--- src/rtl/irq_requester.sv ---
// irq_requester: synchronised, edge-detected interrupt lines arbitrated by
// fixed priority into an active-low request with REQ/SVC handshake tracking.
module irq_requester #(
  parameter int NUM_IRQ     = 4,
  parameter int ID_W        = 2,
  parameter int SYNC_STAGES = 2
) (
  input  logic               clk,
  input  logic               nrst,
  input  logic [NUM_IRQ-1:0] irq_in,
  input  logic [NUM_IRQ-1:0] irq_mask,
  input  logic               ISR_en,
  input  logic               sel_ISR,
  input  logic               ret_ISR,
  output logic               interrupt_signal,
  output logic [ID_W-1:0]    irq_id,
  output logic [NUM_IRQ-1:0] irq_pending,
  output logic               irq_active
);

  localparam int WU_MAX = SYNC_STAGES + 1;
  localparam int WU_W   = $clog2(SYNC_STAGES + 2);

  typedef enum logic [1:0] {
    IDLE,
    REQ,
    SVC
  } state_t;

  state_t state;
  state_t state_nxt;

  logic [NUM_IRQ-1:0] sync_q [SYNC_STAGES];
  logic [NUM_IRQ-1:0] sync_d;
  logic [WU_W-1:0]    wu_cnt;
  logic               wu_done;
  logic [NUM_IRQ-1:0] rise;
  logic [NUM_IRQ-1:0] clr;
  logic [NUM_IRQ-1:0] req_vec;
  logic [ID_W-1:0]    id_nxt;
  logic [ID_W-1:0]    win_id;
  logic               win_any;

  always_ff @(posedge clk or negedge nrst) begin
    if (!nrst) begin
      for (int s = 0; s < SYNC_STAGES; s++) begin
        sync_q[s] <= '0;
      end
      sync_d <= '0;
      wu_cnt <= '0;
    end else begin
      sync_q[0] <= irq_in;
      for (int s = 1; s < SYNC_STAGES; s++) begin
        sync_q[s] <= sync_q[s-1];
      end
      sync_d <= sync_q[SYNC_STAGES-1];
      if (!wu_done) begin
        wu_cnt <= wu_cnt + 1'b1;
      end
    end
  end

  // Edges are ignored until the chain has refilled after reset, so a
  // line that was already high never looks like a fresh rise.
  assign wu_done = (wu_cnt == WU_W'(WU_MAX));
  assign rise    = sync_q[SYNC_STAGES-1] & ~sync_d
                 & {NUM_IRQ{wu_done}};

  assign req_vec = irq_pending & irq_mask;

  always_comb begin
    win_any = |req_vec;
    win_id  = '0;
    for (int i = NUM_IRQ - 1; i >= 0; i--) begin
      if (req_vec[i]) begin
        win_id = ID_W'(i);
      end
    end
  end

  always_ff @(posedge clk or negedge nrst) begin
    if (!nrst) begin
      state  <= IDLE;
      irq_id <= '0;
    end else begin
      state  <= state_nxt;
      irq_id <= id_nxt;
    end
  end

  always_comb begin
    state_nxt = state;
    id_nxt    = irq_id;
    clr       = '0;
    unique case (state)
      IDLE: begin
        if (win_any && ISR_en) begin
          state_nxt = REQ;
          id_nxt    = win_id;
        end
      end
      REQ: begin
        if (sel_ISR) begin
          state_nxt = SVC;
          clr       = NUM_IRQ'(1) << irq_id;
        end
      end
      SVC: begin
        if (ret_ISR) begin
          state_nxt = IDLE;
        end
      end
      default: state_nxt = IDLE;
    endcase
  end

  // A set in the same cycle as the clear wins, keeping the new edge.
  always_ff @(posedge clk or negedge nrst) begin
    if (!nrst) begin
      irq_pending <= '0;
    end else begin
      irq_pending <= (irq_pending & ~clr) | rise;
    end
  end

  assign interrupt_signal = (state != REQ);
  assign irq_active       = (state != IDLE);

endmodule
--- config.mk ---
export PLATFORM = sky130hd
export DESIGN_NAME = irq_requester
export DESIGN_NICKNAME = d
export VERILOG_FILES = /design/src/rtl/irq_requester.sv
export SDC_FILE = /design/constraint.sdc
export NUM_CORES = 1
export LEC_CHECK = 0
export CORE_MARGIN = 10
export CORE_UTILIZATION = 49
export CTS_CLUSTER_SIZE = 24
export DETAILED_ROUTE_END_ITERATION = 10
export GPL_TIMING_DRIVEN = 0
export PLACE_DENSITY = 0.84
export SETUP_SLACK_MARGIN = 0.05
export SYNTH_ARGS = -nofsm -noshare
export SYNTH_HDL_FRONTEND = slang
export SYNTH_SLANG_ARGS = --single-unit
--- constraint.sdc ---
create_clock -name clk -period 3.75 [get_ports clk]
set_input_delay 0.375 -clock clk [delete_from_list [all_inputs] [get_ports clk]]
set_output_delay 0.375 -clock clk [all_outputs]
set_load 0.1 [all_outputs]
==> flow_metrics.tcl <==
set metrics [dict create \
    routed_via_density 5.22 \
    crit_family "buffers and inverters" \
    grt_pass1_vias 531 \
    root_buffer "clkbuf_4" \
    final_max_slew_viol_count 0 \
    post_synth_xor_area_fraction_pct 1.10 \
    wl_met3_um 153 \
    num_antenna_cells 0 \
    critPathMaxFanout 5 \
    place_ws_ns 1.68 \
    track_usage_pct 8.22 \
    clock_skew_ns 0.00768 \
    die_y_um 60.4 \
    cp-end-kind "output port" \
    synth_warnings 0 \
    syn-instance-count 59 \
    wire_per_inst_um 14.6 \
    clk_latency_ns 0.30 \
    cts_buffer_depth 2 \
    finalCritPeriodShare_pct 64.1 \
    maxSlewHeadroom_pct 34.9 \
    initial_utilization_pct 52.4 \
    crit_chain "or2_4, clkdlybuf4s50_1" \
    grt_max_degree 23 \
    synth_top_family_by_area "simple AND/OR/NAND/NOR gates" \
    ir_worst_vdd_v 0.000569 \
    drtAntennaViolNets 0 \
    cts_buffers 3 \
    max_clock_freq_mhz 416 \
    topRoutingLayerUsed "met4" \
    place.gp.congestion 0.783 \
    dp.cells 95 \
    ys.flop_type "dfrtp_1" \
    hp-class "flip-flop to flip-flop" \
    synth_top_area_share_pct 69.0 \
    clk_pin_slew_ns 0.11 \
    status "finished, final reports clean" \
    port_buffers 20 \
    drt-pass1-iter-count 4 \
    htree_levels 1 \
    synthSimpleGateAreaFrac_pct 13.2 \
    dieArea_um2 3640 \
    drtIter0Drc 8 \
    powerDensity_nw_per_um2 912 \
    drc 0 \
    critical-path-max-stage-delay_ns 1.13 \
    slowest_stage "clkdlybuf4s50_1" \
    synthAdderAreaFrac_pct 1.57 \
    synth_edf_count 0 \
    finalNonFillerCells 99 \
    core_area_um2 1520 \
    grt_setup_unrepaired "false" \
    area_growth_syn_to_layout_pct 34.2 \
    synth_area_leader_cell "dfrtp_1" \
    grt_overflow 0 \
    worst_slack_ns 1.35 \
    period_minus_slack_ns 2.40 \
    setup_viol 0 \
    critPathArrivalTime_ns 2.03 \
    dpl_cell_area_um2 1020 \
    rows 14 \
    grt_antenna_before_repair 0 \
    fin_nets 98 \
    synth_compound_area_share_pct 10.5 \
    regToRegSetupSlack_ns 2.47 \
    cts_tree "done" \
    dpl.hpwl_mm 1.16 \
    synth-seq-cells 22 \
    die_w_um 60.4 \
    leakage_nw 0.469 \
    wl_met1_um 624 \
    cts_setup_buffers 0 \
    syn_area_um2 798 \
    route.met2.wl_um 657 \
    hold_buffers 0 \
    vias 517 \
    finalPower_mw 0.977 \
    totalWireLength_mm 1.44 \
    grt_pass1_wl_mm 2.30 \
    synth_area_leaders "dfrtp_1 69%, nand2_1 4.2%, a32o_1 2.5%" \
    synth_cell_types 22 \
    finish.instance_area_um2 1070 \
    drive_above_1_share_pct 10.8 \
    crit_buf_inv 1 \
    drv_cap 0 \
    finalSetupTns_ns 0 \
    cts_resized 0 \
    crit_type "flip-flop to output port" \
    finalHoldViolations 0 \
    critPathRequiredTime_ns 3.38 \
    worst_setup_path_start_kind "flip-flop" \
    muxShareOfSynthArea_pct 3.29 \
    ios 21 \
    syn_area_per_cell_um2 13.5 \
    synthesis.nets 73 \
    yosysSeqAreaShare_pct 69.0 \
    worst_pin_slew_ns 0.973 \
    async_reset_ff_share_pct 100 \
    cts_num_sinks 22 \
]
==> where the power goes <==
part / switching [mW] / internal, mW / total (mW)
combinational: 0.354 / 0.127 / 0.480
sequential: 0.0439 / 0.278 / 0.322
clock: 0.0663 / 0.108 / 0.174
total: 0.464 / 0.513 / 0.977
==> layout by cell type, fill, tap and decap left out, drive strengths merged <==
cell            n
nand3b          2
clkdlybuf4s50  20
ha              1
or2             1
a32oi           1
mux2            2
dfrtp          22
nand2b          1
and3b           1
nor2            3
a21oi           3
nand3           1
a32o            2
nand2           9
o21ai           4
inv             3
xnor2           1
bufinv          1
clkbuf          3
a22o            1
o31ai           1
==> worst reg2reg max path, cell delays in order, from the launching register on <==
cell and delay (ns):
dfrtp_1 0.43, a22o_1 0.27, o21ai_2 0.18, mux2_4 0.31
==> synth_stat cells (2+ instances only) <==
master	count
a21oi_1	3
nand2_1	9
nor2_1	2
a32o_1	2
inv_1	3
nand3b_1	2
o21ai_0	2
dfrtp_1	22
==> worst paths after layout <==
check                                               from               endpoint  cells past startpoint
worst max-delay path                state[0]$_DFFE_PN0P_             irq_active                      2
worst min-delay path                 sync_q[7]$_DFF_PN0_    sync_q[3]$_DFF_PN0_                      0
worst max register to register  irq_pending[1]$_DFF_PN0_  irq_id[0]$_DFFE_PN0P_                      3
worst min register to register       sync_q[7]$_DFF_PN0_    sync_q[3]$_DFF_PN0_                      0
max in group asynchronous                           nrst    sync_q[3]$_DFF_PN0_                      1
min in group asynchronous                           nrst  irq_id[0]$_DFFE_PN0P_                      1
==> layer usage <==
| layer | vias up | global-route usage (%) |
|---|---|---|
| met1 | 243 | 9.06 |
| met2 | 19 | 13.8 |
| li1 | 253 | - |
| met4 | 0 | 3.85 |
| met3 | 2 | 2.92 |
| met5 | - | 0 |
==> metrics by stage <==
step	utilization [%]	hold slack, ns
floorplan	-	0.0794
global placement	66.8	0.332
detailed placement	66.8	0.335
CTS	70.3	0.362
global route	70.3	0.370
finish	70.3	0.361
==> kinds of logic (layout without fill, tap and decap cells) <==
kind of cell	count (synthesis)	after routing
adder cells (fa/ha/maj)	1	1
AND/OR/NAND/NOR	18	18
AO/OA/AOI/OAI	12	12
buffers and inverters	3	27
multiplexers	2	2
flip-flops	22	22
XOR/XNOR	1	1
==> flip-flops by register name (all words and copies together) (netlist names) <==
register	flops
irq_pending	4
state	2
sync_d	4
sync_q	8
irq_id	2
wu_cnt	2
==> cell type report <==
class / count / area (um^2)
Sequential cell: 22 / 551
Fill cell: 110 / 453
Multi-Input combinational cell: 34 / 236
Timing Repair Buffer: 20 / 200
Clock inverter: 1 / 30.0
Clock buffer: 3 / 22.5
Tap cell: 16 / 20.0
Inverter: 3 / 11.3
Note: power is estimated with default switching activity, not from simulation.
